File: config.mk
export PLATFORM = sky130hd
export DESIGN_NAME = fetch_sequencer
export DESIGN_NICKNAME = d
export VERILOG_FILES = /design/src/rtl/riscv_pipe_pkg.sv /design/src/rtl/fetch_hold_buffer.sv /design/src/rtl/fetch_sequencer.sv
export SDC_FILE = /design/constraint.sdc
export NUM_CORES = 1
export LEC_CHECK = 0
export CAP_MARGIN = 20
export CORE_ASPECT_RATIO = 0.5
export CORE_MARGIN = 2
export CORE_UTILIZATION = 35
export CTS_CLUSTER_DIAMETER = 80
export DETAILED_ROUTE_END_ITERATION = 10
export SYNTH_ARGS = -nofsm -noshare
export SYNTH_HDL_FRONTEND = slang
export SYNTH_SLANG_ARGS = --single-unit
File: constraint.sdc
create_clock -name clk -period 9.4 [get_ports clk]
set_input_delay 1.88 -clock clk [delete_from_list [all_inputs] [get_ports clk]]
set_output_delay 1.88 -clock clk [all_outputs]
set_load 0.1 [all_outputs]
File: src/rtl/riscv_pipe_pkg.sv
`default_nettype none
// ============================================================================
// Module   : riscv_pipe_pkg
// Brief    : Shared pipeline types and constants for the instruction fetch
//            sequencer (fetch FSM encoding, reset PC, PC step, NOP).
// Revision : 1.0 - initial release
// ============================================================================
package riscv_pipe_pkg;

   // Fetch sequencer state encoding
   typedef enum logic [1:0] {
      S_REQ  = 2'd0,   // issue a request for current_pc
      S_WAIT = 2'd1,   // request granted, waiting for the response
      S_HOLD = 2'd2    // response captured while ID was stalled
   } fetch_state_e;

   localparam logic [9:0]  PC_RESET = 10'h000;
   localparam int unsigned PC_STEP  = 4;
   localparam int unsigned INSTR_W  = 32;
   localparam logic [31:0] NOP      = 32'h0000_0013;

endpackage
`default_nettype wire

File: src/rtl/fetch_hold_buffer.sv
`default_nettype none
// ============================================================================
// Module   : fetch_hold_buffer
// Brief    : Single-entry instruction/PC register that parks a fetched
//            instruction while the ID stage is stalled. Clear wins over load.
// Revision : 1.0 - initial release
// ============================================================================
module fetch_hold_buffer #(
   parameter int unsigned AW = 10,
   parameter int unsigned IW = 32
) (
   input  logic          clk,
   input  logic          reset,
   input  logic          load_i,
   input  logic          clear_i,
   input  logic [IW-1:0] instr_i,
   input  logic [AW-1:0] pc_i,
   output logic [IW-1:0] instr_o,
   output logic [AW-1:0] pc_o
);

   logic [IW-1:0] instr_q;
   logic [AW-1:0] pc_q;

   // Capture on load, drop contents on clear (a redirect or release)
   always_ff @(posedge clk or posedge reset) begin
      if (reset) begin
         instr_q <= '0;
         pc_q    <= '0;
      end else if (clear_i) begin
         instr_q <= '0;
         pc_q    <= '0;
      end else if (load_i) begin
         instr_q <= instr_i;
         pc_q    <= pc_i;
      end
   end

   assign instr_o = instr_q;
   assign pc_o    = pc_q;

endmodule
`default_nettype wire

File: src/rtl/fetch_sequencer.sv
`default_nettype none
// ============================================================================
// Module   : fetch_sequencer
// Brief    : Instruction-fetch controller. Steps the external PC register,
//            runs a one-outstanding req/gnt/rvalid handshake to instruction
//            memory and feeds the IF/ID register, honouring ID stalls and
//            EX redirects (stale in-flight fetches are discarded).
// Revision : 1.0 - initial release
// ============================================================================
module fetch_sequencer #(
   parameter int unsigned AW      = 10,
   parameter int unsigned IW      = riscv_pipe_pkg::INSTR_W,
   parameter int unsigned PC_STEP = riscv_pipe_pkg::PC_STEP
) (
   input  logic          clk,
   input  logic          reset,
   input  logic [AW-1:0] current_pc,
   output logic          pc_write,
   output logic [AW-1:0] next_pc,
   output logic          imem_req,
   output logic [AW-1:0] imem_addr,
   input  logic          imem_gnt,
   input  logic          imem_rvalid,
   input  logic [IW-1:0] imem_rdata,
   input  logic          id_stall,
   input  logic          redirect_valid,
   input  logic [AW-1:0] redirect_pc,
   output logic          ifid_valid,
   output logic [IW-1:0] ifid_instr,
   output logic [AW-1:0] ifid_pc
);
   import riscv_pipe_pkg::*;

   localparam logic [AW-1:0] c_pc_step = AW'(PC_STEP);
   localparam logic [AW-1:0] c_align   = AW'(3);
   localparam logic [AW-1:0] c_pc_rst  = AW'(PC_RESET);

   fetch_state_e  state_q, state_d;
   logic          stale_q, stale_d;
   logic [AW-1:0] req_pc_q, req_pc_d;
   logic          ifid_valid_q, ifid_valid_d;
   logic [IW-1:0] ifid_instr_q, ifid_instr_d;
   logic [AW-1:0] ifid_pc_q, ifid_pc_d;

   logic          w_ifid_blocked;
   logic          w_grant;
   logic          w_hold_load;
   logic          w_hold_clear;
   logic [IW-1:0] w_hold_instr;
   logic [AW-1:0] w_hold_pc;

   // An occupied IF/ID that ID refuses blocks both new requests and direct loads
   assign w_ifid_blocked = ifid_valid_q && id_stall;
   assign imem_req  = !reset && (state_q == S_REQ) && !redirect_valid && !w_ifid_blocked;
   assign w_grant   = imem_req && imem_gnt;
   assign imem_addr = current_pc;
   // The PC register only moves on a grant (sequential step) or a redirect
   assign pc_write  = !reset && (redirect_valid || w_grant);
   assign next_pc   = redirect_valid ? (redirect_pc & ~c_align) : (current_pc + c_pc_step);

   fetch_hold_buffer #(
      .AW (AW),
      .IW (IW)
   ) u_hold (
      .clk     (clk),
      .reset   (reset),
      .load_i  (w_hold_load),
      .clear_i (w_hold_clear),
      .instr_i (imem_rdata),
      .pc_i    (req_pc_q),
      .instr_o (w_hold_instr),
      .pc_o    (w_hold_pc)
   );

   // Next-state and IF/ID update; redirect overrides everything else
   always_comb begin
      state_d      = state_q;
      stale_d      = stale_q;
      req_pc_d     = req_pc_q;
      ifid_valid_d = ifid_valid_q;
      ifid_instr_d = ifid_instr_q;
      ifid_pc_d    = ifid_pc_q;
      w_hold_load  = 1'b0;
      w_hold_clear = 1'b0;

      // ID consumed the current instruction; a load below may refill it
      if (ifid_valid_q && !id_stall) begin
         ifid_valid_d = 1'b0;
      end

      if (redirect_valid) begin
         ifid_valid_d = 1'b0;
         case (state_q)
            S_WAIT: begin
               if (imem_rvalid) begin
                  stale_d = 1'b0;
                  state_d = S_REQ;
               end else begin
                  stale_d = 1'b1;
               end
            end
            S_HOLD: begin
               w_hold_clear = 1'b1;
               state_d      = S_REQ;
            end
            default: state_d = S_REQ;
         endcase
      end else begin
         case (state_q)
            S_REQ: begin
               if (w_grant) begin
                  req_pc_d = current_pc;
                  state_d  = S_WAIT;
               end
            end
            S_WAIT: begin
               if (imem_rvalid) begin
                  if (stale_q) begin
                     stale_d = 1'b0;
                     state_d = S_REQ;
                  end else if (!w_ifid_blocked) begin
                     ifid_valid_d = 1'b1;
                     ifid_instr_d = imem_rdata;
                     ifid_pc_d    = req_pc_q;
                     state_d      = S_REQ;
                  end else begin
                     w_hold_load = 1'b1;
                     state_d     = S_HOLD;
                  end
               end
            end
            S_HOLD: begin
               if (!id_stall) begin
                  ifid_valid_d = 1'b1;
                  ifid_instr_d = w_hold_instr;
                  ifid_pc_d    = w_hold_pc;
                  w_hold_clear = 1'b1;
                  state_d      = S_REQ;
               end
            end
            default: state_d = S_REQ;
         endcase
      end
   end

   // State, in-flight bookkeeping and IF/ID registers
   always_ff @(posedge clk or posedge reset) begin
      if (reset) begin
         state_q      <= S_REQ;
         stale_q      <= 1'b0;
         req_pc_q     <= c_pc_rst;
         ifid_valid_q <= 1'b0;
         ifid_instr_q <= '0;
         ifid_pc_q    <= c_pc_rst;
      end else begin
         state_q      <= state_d;
         stale_q      <= stale_d;
         req_pc_q     <= req_pc_d;
         ifid_valid_q <= ifid_valid_d;
         ifid_instr_q <= ifid_instr_d;
         ifid_pc_q    <= ifid_pc_d;
      end
   end

   assign ifid_valid = ifid_valid_q;
   assign ifid_instr = ifid_instr_q;
   assign ifid_pc    = ifid_pc_q;

endmodule
`default_nettype wire

After elaboration in Yosys (flattened, before gate mapping). Index checks and enable logic that the tools add are counted.

$add $sub $neg: 1. Multipliers: 0. Div/mod/pow operators: 0. Order comparisons: 0. Eq/ne operators: 8. Shift operators: 0. Mux-type cells: 45. Bitwise logic cells: 1. Reduce and logical (&&, ||, !) cells: 20.

Operator list (count): $mux 32 (6); $mux 10 (7); $pmux 32 s2 (1); $mux 1 (20); $pmux 10 s2 (1); $mux 2 (8); $add 10x3->10 const B (1); $ne 2x2->1 const B (4); $logic_and 1x1->1 (7); $ne 3x3->1 const B (2); $pmux 2 s3 (1); $reduce_and 3->1 (2); $reduce_and 6->1 (1); $reduce_bool 2->1 (3); $logic_not 1->1 (4); $eq 2x1->1 const B (1); $eq 2x2->1 const B (1); $logic_not 2->1 (1); $pmux 1 s2 (1); $reduce_and 2->1 (1); $logic_or 1x1->1 (1); $not 1->1 (1).

Register bits after elaboration: 98. Bits in latches: 0. Bits in writable memories: 0. Bits in read-only memories: 0. Input bits: 58. Output and inout bits: 65. Logic and storage cells: 83. Memories kept: 0.

Depth between registers and ports, before layout.
Depth after elaboration: 8. Mapped depth: 8. Mapped depth without buffers: 6.

Cells and area by module. From an unflattened synthesis, not the netlist that was laid out.

Cells, all modules: 426. Area, all modules: 5031.1 µm².

Modules (own cells, without submodules): fetch_sequencer (instances 1, cells each 289, area an instance 3286.9 µm², sequential area each 1401.3 µm²); fetch_hold_buffer (instances 1, cells each 137, area an instance 1744.2 µm², sequential area each 1051.0 µm²).

Worst setup path before layout. OpenSTA, ideal clock, no wires.

Path kind: input port to output port. Start point: input id_stall. End point: output imem_req. Arrival time: 4.151 ns. Data required time: 7.520 ns. Setup slack: 3.369 ns. Cell stages on the path: 2. Buffers on the path: 0. Cells stage by stage: and2_1 > nor3_1.

Longest elaborated chain between the ends: 3.

RTL lines: from (decl) (RTL line fetch_sequencer.sv:25) `input logic id_stall,`; $logic_and 1x1->1 (RTL line fetch_sequencer.sv:53) `assign w_ifid_blocked = ifid_valid_q && id_stall;`; $logic_not 1->1; $logic_and 1x1->1 (RTL line fetch_sequencer.sv:54) `assign imem_req = !reset && (state_q == S_REQ) && !redirect_valid && !w_ifid_blocked;`; to (decl) (RTL line fetch_sequencer.sv:20) `output logic imem_req,`.

No other way between the ends.

Worst setup path after layout.
Start point: input redirect_valid. End point: output pc_write.

Longest elaborated chain between the ends: 6.

RTL lines: from (decl) (RTL line fetch_sequencer.sv:26) `input logic redirect_valid,`; $logic_not 1->1 (RTL line fetch_sequencer.sv:54); $logic_and 1x1->1 (2 in series) (RTL line fetch_sequencer.sv:54); $logic_and 1x1->1 (RTL line fetch_sequencer.sv:55) `assign w_grant = imem_req && imem_gnt;`; $logic_or 1x1->1 * (RTL line fetch_sequencer.sv:58) `assign pc_write = !reset && (redirect_valid || w_grant);`; $logic_and 1x1->1 * (RTL line fetch_sequencer.sv:58); to (decl) (RTL line fetch_sequencer.sv:18) `output logic pc_write,`.

Every way passes the cells marked *; elsewhere a longest branch is shown, timed or not.

==> impl_metrics.tcl <==
set metrics [dict create \
    status "finished with violations" \
    failed_checks "DRC" \
    syn_inst 476 \
    netlist_area_sq_mm 0.00467 \
    core_area_sq_mm 0.0128 \
    vias 3784 \
    place.port_buffers 120 \
    fin_area_sq_mm 0.00624 \
    critPathRequiredTime_ps 7520 \
    hold_viol_final 0 \
    grt_pass1_wl_um 18700 \
    antenna_found_initial 0 \
    drv_cap 0 \
    clockBufferDepth 2 \
    start_util_pct 36.4 \
    synthMostInstantiatedCell "dfrtp_1" \
    top_usage_layer "met2" \
    root_buffer "clkbuf_16" \
    synth_largest_area_cell "dfrtp_1" \
    setup.worst_path.start_class "input pin" \
    rsz0062_at_grt "no" \
    met1_usage_pct 23.1 \
    drt_pre_antenna_iters 7 \
    htreeDepth 3 \
    postCtsSetupRepairBufs 0 \
    grt_max_degree 85 \
    yosys_warnings 0 \
    post_cts_resized 0 \
    drive_above_1_share_pct 4.95 \
    dp_hpwl_um 6960 \
    synth-edff-count 0 \
    dieWidth_um 167 \
    crit_arrival_ps 4930 \
    worstSkewPairLatency_ps 340 \
    grt.met2_usage_pct 24.6 \
    cts.clk_slew.worst_paths_ps 70 \
    cts_tree "built" \
    ys.flop_type "dfrtp_1" \
    worst_setup_path_end_kind "output port" \
    area_growth_pct 33.6 \
    power_density_mw_per_mm2 328 \
    timing.final.crit_share_pct 72.5 \
    hp-class "reg -> reg" \
    ys_seq_elements 98 \
    io_pins 123 \
    multi_input_area_sq_mm 0.00197 \
    fmaxAchievable_mhz 147 \
    async_flop_share_pct 100 \
    netlist_top_cells_count "dfrtp_1 (98), nand2_1 (92), a21oi_1 (90), a31oi_1 (42), mux2i_1 (42)" \
    timing.hold.ws_ps 521 \
    ff_latch_area_sq_mm 0.00245 \
    wl_per_cell_um 15.6 \
    place.gp.congestion 0.718 \
    period_needed_ps 6810 \
    ir_drop_mv 0.134 \
    syn_area_per_cell_sq_um 9.82 \
    power_leakage_nw 2.42 \
    synth_top_area_share_pct 52.5 \
    tns_ps 0 \
    dp_slack_ps 2580 \
    cts_sinks 98 \
    place_inst 720 \
    floorplan.rows 29 \
    power_mw 2.05 \
    n_antenna_cell 0 \
    place_area_sq_mm 0.00589 \
    final_core_util_pct 48.6 \
    synth-seq-area-share_pct 52.5 \
    ctsHoldBuffers 0 \
    syn_nets 538 \
    relSlewSlack_pct 26.5 \
    setup_violations 0 \
    synth.area.top_cells "dfrtp_1 (52%), a21oi_1 (9.6%), mux2i_1 (9.0%)" \
    wirelength_um 11500 \
    path_max_fanout 23 \
    cts_buffers 9 \
    fillerInstances 1238 \
    nNetsFinal 623 \
    vias_per_cell 5.14 \
    critical_path_class "in -> out" \
    grt_overflow 0 \
    tightest_slew_ps 1100 \
    dieArea_sq_mm 0.0143 \
    grt_pass1_vias 3619 \
    fin_worst_skew_ps 6.89 \
    chipHeight_um 85.7 \
    fin_ws_ps 2590 \
    fin_cells 736 \
    grt_usage_pct 16.2 \
    first_iter_violations 230 \
    drc 4 \
    final_max_slew_viol_count 0 \
    grt_use_met3_pct 3.78 \
    synth_cell_types 27 \
    postRouteAntennaNets 0 \
]
-- final cells by class --
type                       count  area share, %
sequential                    98           39.3
multi-input combinational    323           31.6
timing repair buffer         124           19.7
clock buffer                  10           3.83
tap                          170           3.41
clock inverter                 6           1.82
inverter                       5          0.341
-- critical path, stage by stage --
cell and delay [ps]:
clkdlybuf4s50_1 840, inv_1 270, nand3_1 470, a21oi_1 300, clkdlybuf4s50_1 1160
-- worst paths after layout --
path | startpoint | end | slack (ps) | cells after the start
worst min-delay path | u_hold.pc_o[8] | u_hold.pc_o[8] | 520 | 2
worst max-delay path | redirect_valid | pc_write | 2590 | 5
worst min register to register | u_hold.pc_o[8] | u_hold.pc_o[8] | 520 | 2
worst max register to register | state_q[0] | ifid_instr[28] | 6380 | 8
max in group asynchronous | reset | u_hold.instr_o[18] | 6190 | 3
min in group asynchronous | reset | state_q[0] | 2090 | 2
-- power by group --
group / total (mW) / switching, mW / internal (mW)
logic: 1.03 / 0.796 / 0.232
clock network: 0.431 / 0.163 / 0.268
registers: 0.587 / 0.0634 / 0.523
-- cell families (layout without fill, tap and decap cells) --
logic type      after synthesis  count (layout)  synth area share, %
compound gates              144             144                 17.2
xor+xnor                      6               6                 1.12
buf+inv                      55             145                 5.86
flops                        98              98                 52.5
fa+ha+maj                     4               4                 1.07
mux                          54              54                 11.9
simple gates                115             115                 10.4
-- registers in the layout, indices dropped and copies added, names as in the netlist --
register / cells
req_pc_q: 10
u_hold.instr_o: 32
u_hold.pc_o: 10
stale_q: 1
state_q: 2
ifid_pc: 10
ifid_valid: 1
ifid_instr: 32
-- per-layer routing --
layer | share of wire [%] | wire (um) | up-vias
met3 | 4.3 | 496 | 16
met5 | 0 | 0 | -
met4 | 1.7 | 200 | 0
met2 | 45 | 5160 | 101
li1 | - | - | 1831
met1 | 49 | 5660 | 1836
-- placed cells by master (no fill, tap or decap), drive strengths merged, types with 2 or more instances in the layout --
master	instances
mux2	12
nor2b	5
dfrtp	98
a21oi	90
and3	3
inv	5
xor2	5
ha	4
a31oi	42
nand3	7
o21ai	9
nand2	92
mux2i	42
buf	4
clkbuf	10
clkinvlp	2
bufinv	3
a2111oi	2
nor3	2
nor2	2
clkdlybuf4s50	120
Power figures use the tool's default switching activity.
